--- src/rtl/n_set_cache_victim_requester.sv ---
// Cache-side victim requester for the n-set replacement policy interface.
// On a core miss it picks the lowest invalid way of the set. If every way is
// valid it asks the policy controller instead. It then runs an optional dirty
// writeback and the line fill, and pulses done_o when the fill completes.
// Block address format is {way, set}.
module n_set_cache_victim_requester #(
  parameter int CACHE_BLOCK_CAPACITY = 128,
  parameter int CACHE_SET_SIZE       = 4,
  localparam int BW_CACHE_CAPACITY   = $clog2(CACHE_BLOCK_CAPACITY),
  localparam int BW_WAY              = $clog2(CACHE_SET_SIZE),
  localparam int BW_SET              = BW_CACHE_CAPACITY - BW_WAY,
  localparam int BW_SET_PORT         = (BW_SET > 0) ? BW_SET : 1
) (
  input  logic                         clock_i,
  input  logic                         resetn_i,
  input  logic                         hit_i,
  input  logic [BW_CACHE_CAPACITY-1:0] hit_addr_i,
  input  logic                         miss_i,
  input  logic [BW_SET_PORT-1:0]       miss_set_i,
  input  logic [CACHE_SET_SIZE-1:0]    valid_i,
  input  logic [CACHE_SET_SIZE-1:0]    dirty_i,
  output logic                         policy_hit_o,
  output logic                         policy_miss_o,
  output logic [BW_CACHE_CAPACITY-1:0] policy_addr_o,
  input  logic                         policy_done_i,
  input  logic [BW_CACHE_CAPACITY-1:0] policy_addr_i,
  output logic                         wb_req_o,
  input  logic                         wb_ack_i,
  output logic                         fill_req_o,
  input  logic                         fill_ack_i,
  output logic [BW_CACHE_CAPACITY-1:0] victim_addr_o,
  output logic                         busy_o,
  output logic                         done_o
);

  localparam int WW = (BW_WAY > 0) ? BW_WAY : 1;

  typedef enum logic [2:0] {
    S_IDLE,
    S_SCAN,
    S_REQ,
    S_WAIT,
    S_SELECT,
    S_WB,
    S_FILL,
    S_DONE
  } state_t;

  state_t                         state_q;
  logic [BW_SET_PORT-1:0]         set_q;
  logic [CACHE_SET_SIZE-1:0]      valid_q;
  logic [CACHE_SET_SIZE-1:0]      dirty_q;
  logic [WW-1:0]                  way_q;
  logic [BW_CACHE_CAPACITY-1:0]   victim_q;
  logic                           policy_hit_q;
  logic                           policy_miss_q;
  logic [BW_CACHE_CAPACITY-1:0]   policy_addr_q;
  logic                           wb_req_q;
  logic                           fill_req_q;
  logic                           busy_q;
  logic                           done_q;

  logic [WW-1:0]                  scan_way_d;
  logic [WW-1:0]                  policy_way_d;
  logic [BW_CACHE_CAPACITY-1:0]   set_ext_d;
  logic [BW_CACHE_CAPACITY-1:0]   victim_d;

  // Lowest-index invalid way of the incoming valid vector (descending scan so the lowest wins).
  always_comb begin
    scan_way_d = '0;
    for (int unsigned i = CACHE_SET_SIZE; i > 0; i--) begin
      if (!valid_i[i-1]) scan_way_d = WW'(i - 1);
    end
  end

  // Address helpers: zero-extended set, way field of the policy reply, assembled victim.
  always_comb begin
    set_ext_d = '0;
    if (BW_SET > 0) set_ext_d = BW_CACHE_CAPACITY'(set_q);
    policy_way_d = WW'(policy_addr_i >> BW_SET);
    victim_d     = (BW_CACHE_CAPACITY'(way_q) << BW_SET) | set_ext_d;
  end

  // Miss sequencing FSM with registered outputs; hit forwarding runs alongside in every state.
  always_ff @(posedge clock_i or negedge resetn_i) begin
    if (!resetn_i) begin
      state_q       <= S_IDLE;
      set_q         <= '0;
      valid_q       <= '0;
      dirty_q       <= '0;
      way_q         <= '0;
      victim_q      <= '0;
      policy_hit_q  <= 1'b0;
      policy_miss_q <= 1'b0;
      policy_addr_q <= '0;
      wb_req_q      <= 1'b0;
      fill_req_q    <= 1'b0;
      busy_q        <= 1'b0;
      done_q        <= 1'b0;
    end else begin
      policy_hit_q  <= hit_i;
      policy_addr_q <= hit_addr_i;
      policy_miss_q <= 1'b0;
      done_q        <= 1'b0;
      unique case (state_q)
        S_IDLE: begin
          if (miss_i) begin
            set_q   <= miss_set_i;
            busy_q  <= 1'b1;
            state_q <= S_SCAN;
          end
        end
        S_SCAN: begin
          valid_q <= valid_i;
          dirty_q <= dirty_i;
          if (!(&valid_i)) begin
            way_q   <= scan_way_d;
            state_q <= S_SELECT;
          end else begin
            // The request owns the policy address bus over a coincident hit.
            policy_miss_q <= 1'b1;
            policy_addr_q <= set_ext_d;
            state_q       <= S_REQ;
          end
        end
        S_REQ: begin
          state_q <= S_WAIT;
        end
        S_WAIT: begin
          if (policy_done_i) begin
            way_q   <= policy_way_d;
            state_q <= S_SELECT;
          end
        end
        S_SELECT: begin
          victim_q <= victim_d;
          if (dirty_q[way_q] && valid_q[way_q]) begin
            wb_req_q <= 1'b1;
            state_q  <= S_WB;
          end else begin
            fill_req_q <= 1'b1;
            state_q    <= S_FILL;
          end
        end
        S_WB: begin
          if (wb_ack_i) begin
            wb_req_q   <= 1'b0;
            fill_req_q <= 1'b1;
            state_q    <= S_FILL;
          end
        end
        S_FILL: begin
          if (fill_ack_i) begin
            fill_req_q <= 1'b0;
            done_q     <= 1'b1;
            state_q    <= S_DONE;
          end
        end
        S_DONE: begin
          busy_q  <= 1'b0;
          state_q <= S_IDLE;
        end
        default: state_q <= S_IDLE;
      endcase
    end
  end

  // Output ports are the registered state directly.
  always_comb begin
    policy_hit_o  = policy_hit_q;
    policy_miss_o = policy_miss_q;
    policy_addr_o = policy_addr_q;
    wb_req_o      = wb_req_q;
    fill_req_o    = fill_req_q;
    victim_addr_o = victim_q;
    busy_o        = busy_q;
    done_o        = done_q;
  end

endmodule
--- config.mk ---
export PLATFORM = sky130hd
export DESIGN_NAME = n_set_cache_victim_requester
export DESIGN_NICKNAME = d
export VERILOG_FILES = /design/src/rtl/n_set_cache_victim_requester.sv
export SDC_FILE = /design/constraint.sdc
export NUM_CORES = 1
export LEC_CHECK = 0
export CAP_MARGIN = 20
export CORE_MARGIN = 3
export CORE_UTILIZATION = 45
export CTS_CLUSTER_SIZE = 10
export DETAILED_ROUTE_END_ITERATION = 12
export DONT_BUFFER_PORTS = 1
export PLACE_DENSITY_LB_ADDON = 0.25
export SLEW_MARGIN = 20
export SYNTH_ARGS = -nofsm -noshare
export SYNTH_HDL_FRONTEND = slang
export SYNTH_SLANG_ARGS = --single-unit
--- constraint.sdc ---
create_clock -name clock_i -period 1.8 [get_ports clock_i]
set_input_delay 0.18 -clock clock_i [delete_from_list [all_inputs] [get_ports clock_i]]
set_output_delay 0.18 -clock clock_i [all_outputs]
set_load 0.01 [all_outputs]
==> results of run 1 <==
## worst max path at each step
stage / from / end / cells after the start
after floorplan: state_q[1]$_DFFE_PN0P_ / set_q[0]$_DFFE_PN0P_ / 3
after global placement: state_q[1]$_DFFE_PN0P_ / state_q[1]$_DFFE_PN0P_ / 4
after detailed placement: way_q[1]$_DFFE_PN0P_ / fill_req_o$_DFFE_PN0P_ / 3
after CTS: state_q[1]$_DFFE_PN0P_ / state_q[1]$_DFFE_PN0P_ / 4
after global routing: state_q[2]$_DFFE_PN0P_ / state_q[1]$_DFFE_PN0P_ / 4
final: way_q[1]$_DFFE_PN0P_ / fill_req_o$_DFFE_PN0P_ / 3
## layout by cell type, fill, tap and decap left out, types with 3 or more instances in the layout
master / instances
dlygate4sd3_1: 23
clkbuf_4: 5
nor2b_1: 4
dfrtp_1: 37
o21ai_0: 5
inv_1: 3
a21oi_1: 3
mux2_2: 25
buf_4: 5
nand2_1: 11
o31ai_1: 3
## per-layer routing
metal	vias to the layer above	global-route usage, %
li1	505	-
met1	543	20.8
met2	42	24.0
met3	7	6.97
met4	0	5.44
met5	-	0
## final cells by class
class                           count  area share [%]
Sequential cell                    38            47.6
Multi-Input combinational cell     73            31.0
Timing Repair Buffer               29            14.4
Tap cell                           46            2.88
Clock buffer                        6            2.56
Inverter                            5           0.938
Clock inverter                      2           0.625
## metrics by stage
step	setup slack, ns	cells	power (mW)	cell area [um^2]
floorplan	0.309	121	2.23	1610
global placement	0.201	167	2.39	1690
detailed placement	0.160	167	2.45	1690
CTS	0.149	199	2.98	2000
global route	0.0752	199	3.18	2000
finish	0.189	199	2.95	2000
## what timing repair did
action                                  in CTS  in global routing
endpoints found under the setup margin       0                  2
hold buffers                                24                  0
gates resized for setup                      0                  1
hold endpoints to repair                    60                  0
## power groups by stage
stage	sequential, mW	clock (mW)	combinational, mW
floorplan	1.42	0	0.814
global placement	1.56	0	0.833
detailed placement	1.58	0	0.873
CTS	1.56	0.485	0.936
global route	1.62	0.530	1.03
finish	1.56	0.468	0.927
## critical path, cell delays in order, from the launching register on
cell and delay [ns]:
dfrtp_1 0.41, mux4_2 0.58, o311ai_0 0.39, a21oi_1 0.13
## sequential cells by signal, summed over array words and instances, names as in the netlist
name / count
dirty_q: 4
policy_addr_o: 7
policy_miss_o: 1
wb_req_o: 1
busy_o: 1
way_q: 2
done_o: 1
victim_addr_o: 7
valid_q: 4
fill_req_o: 1
policy_hit_o: 1
set_q: 5
state_q: 3
## cells by family (layout without fill, tap and decap cells)
logic type | Yosys count | count (layout) | share of synthesized area, %
mux | 26 | 26 | 18.9
compound gates | 21 | 21 | 9.31
simple gates | 26 | 26 | 10.3
flops | 38 | 38 | 59.0
buf+inv | 10 | 42 | 2.56
==> metrics.txt, run 1 <==
cell taking the most area after synthesis dfrtp_1; nets@finish 186; async set-reset flop share out of synthesis 100%; gr usage total 16.1%; clock slew at reported path FFs 0.11 ns; Critical Path Sink Type register; R2R Path Start way_q[1]$_DFFE_PN0P_; via count 1,097; clock root buffer clkbuf_4; Gate power share about a third; multi-input logic area 621 um^2; Seq cells post-synth 38; Tightest Pin Transition 0.472 ns; post-synthesis sequential area ratio between 50 and 60%; startpoint types register; leak pwr about 0.83 nW; unique cell type count in the Yosys netlist 29; Slew headroom 68.1%; pwr dens 1480 nW/um^2; grt total ovfl 0; warnings from Yosys 0; status finished, final reports clean; I/O pin cnt 54; clk_lat worst skew 0.34 ns; final wirelength 3110 um; WHS Endpoint wb_req_o$_DFFE_PN0P_; H-tree levels 2; core footprint 3390 um^2; Max Slew Vio Count 0; DP HPWL 2120 um; register area around 950 um^2; Clock Power Share between 10% and 20%; Initial DRC Count 99; final hold slack 0.0291 ns; WL met3 300 um; Post CTS Setup Buffer Count 0; final setup vio count 0; syn_area_per_cell 13.3 um^2; clk sinks 38; PortBufs 0; Worst Hold Path Cells 2; Critical R2R Capture fill_req_o$_DFFE_PN0P_; routability cong. 0.892; Final ANT Viol Nets 0; Critical Path AT about 1.8 ns; Fill cells 291; CTS tree built; Initial Util 47.6%; WL met1 1260 um; Highest Signal Layer met4; worst-path maximum fanout 4; vias per inst 5.51; Hold Path Class in -> reg; layout cells sized above 1 around a third; Antenna Cells 0; Crit Path Class reg -> reg; vias in the first global route 1,087; fin util 59.0%; fin crit share 89.5%; wire length of the first global-routing pass 5180 um; switching part of the total power 34.6%; Worst Reg-to-Reg Cells 3; hold_sp wb_ack_i; wire length on met2 1510 um; Primary FF master, synth dfrtp_1; die height 65.9 um; max-cap violations 0; CTS Buffer Depth 2; Internal Power approximately 1.9 mW; sequential share of power 52.7%; flop-to-flop setup slack 0.19 ns; synth cell count leaders dfrtp_1 (38), mux2_2 (25), nand2_1 (11); clk_skew 0.00711 ns; Peak VDD IR 741 uV; antenna violations before repair 0; Period minus WS final 1.61 ns; cts bufs inserted 5; Mapped Nets 155; die area around 4300 um^2; Mapped Area 1610 um^2; Std-Cell Rows 21; chip width 65.9 um; largest net degree at the start of global routing 39; synth top area cells dfrtp_1 (59%), mux2_2 (17%), nand2_1 (2.6%), nor2b_1 (1.6%), o21ai_0 (1.6%); worst path required time approximately 2.0 ns; post-route setup TNS 0 ns; Area Growth Syn to Fin 24.0%; Post-synth EDFFs 0; DR pass1 iterations 4; Avg WL per Cell 15.6 um; RSZ-0062 raised after global routing false; most frequent cell after synthesis dfrtp_1; post-synth top area share 59.0%; max frequency 0.621 GHz; final hold vios 0; switching pwr 1.02 mW; synthesized instance count 121; drc violations 0
No activity file was read; power rests on OpenSTA's default activity.
==> run 2, diff against run 1 <==
--- a/config.mk
+++ b/config.mk
@@ -5,12 +5,13 @@
 export SDC_FILE = /design/constraint.sdc
 export NUM_CORES = 1
 export LEC_CHECK = 0
+export BUFFER_PORTS_ARGS = -buffer_cell sky130_fd_sc_hd__buf_2
 export CAP_MARGIN = 20
 export CORE_MARGIN = 3
 export CORE_UTILIZATION = 45
 export CTS_CLUSTER_SIZE = 10
 export DETAILED_ROUTE_END_ITERATION = 12
-export DONT_BUFFER_PORTS = 1
+export GPL_TIMING_DRIVEN = 0
 export PLACE_DENSITY_LB_ADDON = 0.25
 export SLEW_MARGIN = 20
 export SYNTH_ARGS = -nofsm -noshare
==> run 2 against run 1 <==
Non-clock buffer count increased by 26; utilization did not move; sequential cell count unchanged; design area is the same; global-route usage increased by 0.096 points; critical path depth did not move; via count rose by 6.5%; setup slack lost 0.060 ns; sequential share of layout area down 0.063 points; largest cell class unchanged.
==> metrics.txt, run 2 (synthesized netlist as in run 1, its figures left out) <==
Initial Util 47.6% (unchanged); largest net degree at the start of global routing 39 (unchanged); Area Growth Syn to Fin 24.0% (unchanged); core footprint 3390 um^2 (unchanged); Critical Path Sink Type register; max frequency 0.598 GHz (-3.6%); Antenna Cells 0 (unchanged); pwr dens 1510 nW/um^2 (+2.6%); Max Slew Vio Count 0 (unchanged); Std-Cell Rows 21 (unchanged); Hold Path Class in -> reg; Setup crit end policy_addr_o[0]$_DFF_PN0_; flop-to-flop setup slack 0.13 ns (-0.06 ns); Tightest Pin Transition 0.807 ns (+0.336 ns); RSZ-0062 raised after global routing false; worst path required time 2.04 ns (+0.02 ns); final setup vio count 0 (unchanged); grt total ovfl 0 (unchanged); cts bufs inserted 5 (unchanged); startpoint types register; CP bufs+invs 1 (+1); clk sinks 38 (unchanged); wire length of the first global-routing pass 5220 um (+0.81%); clk_lat worst skew 0.34 ns (about the same); Power Total 3.03 mW (+2.6%); placed cells 215 (+29%); antenna violations before repair 0 (unchanged); final hold vios 0 (unchanged); R2R Path Start state_q[2]$_DFFE_PN0P_; most frequent cells in the layout buf_2 (51), dfrtp_1 (38), mux2_2 (25); die area 4340 um^2 (unchanged); I/O pin cnt 54 (unchanged); fin cells 225 (+13%); chip width 65.9 um (unchanged); CP cell instances buf_2, nor4_4, mux2_2; leak pwr 0.921 nW (+11%); Critical Path AT 1.91 ns (+0.07 ns); drc violations 0 (unchanged); slowest stage cell, crit path nor4_4; Worst Setup SP state_q[2]$_DFFE_PN0P_; Final ANT Viol Nets 0 (unchanged); Period minus WS final 1.67 ns (+0.0599 ns); gr usage total 16.2% (+0.096 points); clk_skew 0.00717 ns (+0.0000589 ns); final wirelength 3160 um (+1.5%); Critical R2R Capture policy_addr_o[0]$_DFF_PN0_; CTS tree built; post-route setup TNS 0 ns (unchanged); nets@finish 212 (+14%); Crit Path Class reg -> reg; Initial DRC Count 47 (-53%); Worst Reg-to-Reg Cells 3 (unchanged); Slew headroom 46.2% (-22 points); max incr delay on CP 0.52 ns (-0.06 ns); die height 65.9 um (unchanged); commonest non-fill, non-tap cell in the layout buf_2; Avg WL per Cell 14.0 um (-10%); DR pass1 iterations 4 (unchanged); clock root buffer clkbuf_4; DP HPWL 2350 um (+11%); fin crit share 92.8% (+3.3 points); routability cong. 0.833 (-6.6%); via count 1,168 (+6.5%); vias in the first global route 1,160 (+6.7%); clock slew at reported path FFs 0.11 ns (about the same); layout cells sized above 1 50.8% (+19 points); vias per inst 5.19 (-5.8%); CTS Buffer Depth 2 (unchanged); Crit path depth 3 (unchanged); status finished, final reports clean; PortBufs 48 (+48); Peak VDD IR 899 uV (+21%); Post CTS Setup Buffer Count 0 (unchanged); max-cap violations 0 (unchanged); H-tree levels 2 (unchanged); worst-path maximum fanout 10 (+6); Crit path max-delay family simple AND/OR/NAND/NOR gates
## run 2: metal layers
layer / vias to the layer above / wire, um / track usage, %
met4: 0 / 51 / 6.22
met3: 5 / 220 / 5.10
met2: 39 / 1600 / 27.2
met5: - / 0 / 0
li1: 561 / - / -
met1: 563 / 1290 / 19.2
## run 2: worst reg2reg max path, cell delays in order, from the launching register on
cell and delay [ns]:
dfrtp_1 0.43, buf_2 0.21, nor4_4 0.52, mux2_2 0.41
## run 2: how the worst min path moves through the flow
stage                       start  slack [ns]                          to  cells after the start
global placement            hit_i        0.29      policy_hit_o$_DFF_PN0_                      1
global route        miss_set_i[3]        0.04        set_q[3]$_DFFE_PN0P_                      2
floorplan                resetn_i       -0.12          busy_o$_DFFE_PN0P_                      0
detailed placement          hit_i        0.29      policy_hit_o$_DFF_PN0_                      1
CTS                 hit_addr_i[5]        0.04  policy_addr_o[5]$_DFF_PN0_                      2
finish              hit_addr_i[5]        0.05  policy_addr_o[5]$_DFF_PN0_                      2
## run 2: per-stage QoR
step / hold slack (ns) / setup WS, ns / cell area, um^2 / util [%]
finish: 0.0484 / 0.129 / 2000 / 59.0
global route: 0.0350 / 0.0123 / 2000 / 59.0
CTS: 0.0368 / 0.00174 / 1990 / 58.6
detailed placement: 0.290 / 0.0143 / 1910 / 56.4
global placement: 0.290 / 0.0466 / 1910 / 56.4
floorplan: -0.116 / 0.309 / 1610 / -
## run 2: cell type report
cell class | instances | area (um^2)
fillers | 293 | 1390
flip-flops and latches | 38 | 951
multi-input cells | 73 | 636
repair buffers | 50 | 260
well taps | 46 | 57.6
clock buffers | 6 | 41.3
plain buffers | 5 | 22.5
inverters | 5 | 18.8
clock inverters | 2 | 13.8
## run 2: what timing repair did
item / in CTS / in global routing
hold buffers: 2 / 0
endpoints found under the hold margin: 39 / 0
endpoints found under the setup margin: 0 / 11
gates resized for setup: 0 / 2
## run 2: where the power goes
group | total (mW) | internal (mW) | switching, mW
logic | 1.21 | 0.618 | 0.596
clock network | 0.426 | 0.153 | 0.273
registers | 1.39 | 1.19 | 0.203
total | 3.03 | 1.96 | 1.07
==> run 3, diff against run 2 <==
--- a/config.mk
+++ b/config.mk
@@ -5,6 +5,8 @@
 export SDC_FILE = /design/constraint.sdc
 export NUM_CORES = 1
 export LEC_CHECK = 0
+export ABC_AREA = 1
+export ABC_CLOCK_PERIOD_IN_PS = 1800
 export BUFFER_PORTS_ARGS = -buffer_cell sky130_fd_sc_hd__buf_2
 export CAP_MARGIN = 20
 export CORE_MARGIN = 3
==> run 3 against run 2 <==
The run now ends with negative hold slack left; fmax rose by 21%; sequential cell count did not move; non-clock buffer count did not move; critical path depth rose by 4; combinational power rose by 23%; first-iteration DRC count rose to 2.6 times the previous value; register-to-register slack improved by 0.29 ns; die area rose by 8.3%; setup slack improved by 0.29 ns; power rose by 14%; synthesized area rose by 9.2%; critical path type unchanged; critical endpoint is now policy_addr_o[2]$_DFF_PN0_.
==> metrics.txt, run 3 <==
cts bufs inserted 5 (unchanged); Critical Path AT 1.56 ns (-0.35 ns); async set-reset flop share out of synthesis 100% (unchanged); Max Slew Vio Count 0 (unchanged); Primary FF master, synth dfrtp_1; worst-path maximum fanout 10 (unchanged); cell taking the most area after synthesis dfrtp_1; leak pwr 1.18 nW (+28%); CTS Buffer Depth 2 (unchanged); Hold Path Class in -> async; Antenna Cells 0 (unchanged); most frequent cells in the layout nand2_1 (68), buf_2 (48), dfrtp_1 (38); final wirelength 3360 um (+6.3%); die area 4700 um^2 (+8.3%); Mapped Area 1760 um^2 (+9.2%); Peak VDD IR 508 uV (-44%); Initial DRC Count 124 (+160%); final setup vio count 0 (unchanged); antenna violations before repair 0 (unchanged); nets@finish 291 (+37%); synthesized instance count 201 (+66%); wire length of the first global-routing pass 5780 um (+11%); final setup margin 0.423 ns (+0.294 ns); warnings from Yosys 0 (unchanged); fin cells 306 (+36%); fin crit share 76.5% (-16 points); gr usage total 16.7% (+0.58 points); startpoint types register; RSZ-0062 raised after global routing false; clk_skew 0.00369 ns (-0.00348 ns); Seq cells post-synth 38 (unchanged); DR pass1 iterations 5 (+1); vias per inst 4.70 (-9.4%); DP HPWL 2480 um (+5.6%); Period minus WS final 1.38 ns (-0.294 ns); max frequency 0.726 GHz (+21%); core footprint 3720 um^2 (+9.6%); post-route setup TNS 0 ns (unchanged); Post-synth EDFFs 0 (unchanged); final hold slack -0.0236 ns (-0.0720 ns); PortBufs 48 (unchanged); grt total ovfl 0 (unchanged); violated checks negative hold slack; placed cells 297 (+38%); largest net degree at the start of global routing 39 (unchanged); I/O pin cnt 54 (unchanged); Critical Path Sink Type register; post-synthesis sequential area ratio 54.0% (-4.9 points); post-synth top area share 54.0% (-4.9 points); Slew headroom 46.0% (-0.15 points); Post CTS Setup Buffer Count 0 (unchanged); Fill cells 353 (+20%); synth cell count leaders nand2_1 (68), dfrtp_1 (38), inv_1 (20); die height 68.5 um (+4.1%); synth top area cells dfrtp_1 (54%), nand2_1 (14%), o21ai_2 (6.5%), inv_1 (4.3%), nand3_1 (4.0%); clock root buffer clkbuf_8; vias in the first global route 1,369 (+18%); Final ANT Viol Nets 0 (unchanged); Area Growth Syn to Fin 23.0%; CTS tree built; pwr dens 1590 nW/um^2 (+5.2%); worst path required time 1.98 ns (-0.06 ns); Crit Path Class reg -> reg; unique cell type count in the Yosys netlist 20 (-31%); status finished, violations left; layout cells sized above 1 33.3% (-18 points); final hold vios 38 (+38); dpl ws 0.431 ns (+0.417 ns); most frequent cell after synthesis nand2_1; syn_area_per_cell 8.76 um^2 (-34%); clk_lat worst skew 0.29 ns (-0.05 ns); clk sinks 38 (unchanged); commonest non-fill, non-tap cell in the layout nand2_1; drc violations 0 (unchanged); Mapped Nets 235 (+52%); via count 1,439 (+23%); max-cap violations 0 (unchanged); Tightest Pin Transition 0.810 ns (+0.00231 ns); Std-Cell Rows 22 (+4.8%); routability cong. 0.748 (-10%); chip width 68.5 um (+4.1%); H-tree levels 2 (unchanged); Initial Util 47.4% (-0.21 points); Avg WL per Cell 11.0 um (-22%); clock slew at reported path FFs 0.07 ns (-0.04 ns)
## run 3: changes by cell type after synthesis, sizes merged, moves of 2 or more
cell and delta:
nor4bb -2, o31ai -3, buf +3, mux2 -25
nand2 +58, o221a -2, clkbuf -2, nand3 +15
o21ai +15, a21oi +5, nor2b -4, nor3 -2
inv +19, nor2 +14
## run 3: worst paths after layout
check,from,end,slack [ns],cells past startpoint
hold reg to reg,fill_req_o$_DFFE_PN0P_,fill_req_o$_DFFE_PN0P_,0.47,2
hold / removal,resetn_i,policy_hit_o$_DFF_PN0_,-0.02,1
setup / recovery,state_q[2]$_DFFE_PN0P_,policy_addr_o[2]$_DFF_PN0_,0.42,7
setup reg to reg,state_q[2]$_DFFE_PN0P_,policy_addr_o[2]$_DFF_PN0_,0.42,7
max in group asynchronous,resetn_i,fill_req_o$_DFFE_PN0P_,1.31,1
min in group clock_i,dirty_i[1],dirty_q[1]$_DFFE_PN0N_,0.08,3
## run 3: timing repair
item                                    4_1_cts  5_1_grt
hold buffers                                  1        0
endpoints found under the setup margin        0        0
resized for setup                             0        0
endpoints found under the hold margin         1        0
## run 3: through the flow
| step | hold WS (ns) | total power, mW | area [um^2] | util [%] |
|---|---|---|---|---|
| final | -0.0236 | 3.45 | 2170 | 58.3 |
| after global routing | 0.0352 | 3.78 | 2170 | 58.3 |
| after CTS | 0.00776 | 3.49 | 2170 | 58.3 |
| after detailed placement | 0.294 | 2.87 | 2060 | 55.5 |
| after global placement | 0.292 | 2.83 | 2060 | 55.5 |
| after floorplan | -0.116 | 2.47 | 1760 | - |
## run 3: kinds of logic (layout without fill, tap and decap cells)
kind of cell / count (synthesis) / in the layout / share of synthesized area (%)
AOI/OAI and AO/OA: 29 / 29 / 11.7
buffers and inverters: 30 / 87 / 8.67
DFF: 38 / 38 / 54.0
and+or+nand+nor: 104 / 104 / 25.7
## run 3: critical path, cell delays in order (launching register included)
cell and delay, ns:
dfrtp_1 0.47, inv_4 0.15, nand3_4 0.09, inv_2 0.15, nand2_1 0.11, buf_6 0.17
nand2_1 0.07, o21ai_2 0.05
## run 3: final cells by class
type	instances	area [um^2]	area share, %
sequential	38	951	43.9
multi-input combinational	133	657	30.3
timing repair buffer	49	250	11.6
inverter	24	92.6	4.27
clock buffer	6	82.6	3.81
buffer	6	60.1	2.77
tap	48	60.1	2.77
clock inverter	2	12.5	0.578
## run 3: where the power goes
group	internal (mW)	switching (mW)
logic	0.576	0.913
registers	1.18	0.179
clock network	0.308	0.294
total	2.06	1.39
## run 3: routing by layer
| metal | GRT usage (%) | share of wire [%] | vias to the layer above | routed length (um) |
|---|---|---|---|---|
| met4 | 6.70 | 0.51 | 0 | 17 |
| li1 | - | - | 747 | - |
| met2 | 27.1 | 48 | 36 | 1630 |
| met5 | 0 | 0 | - | 0 |
| met1 | 20.4 | 44 | 654 | 1490 |
| met3 | 5.83 | 6.7 | 2 | 226 |
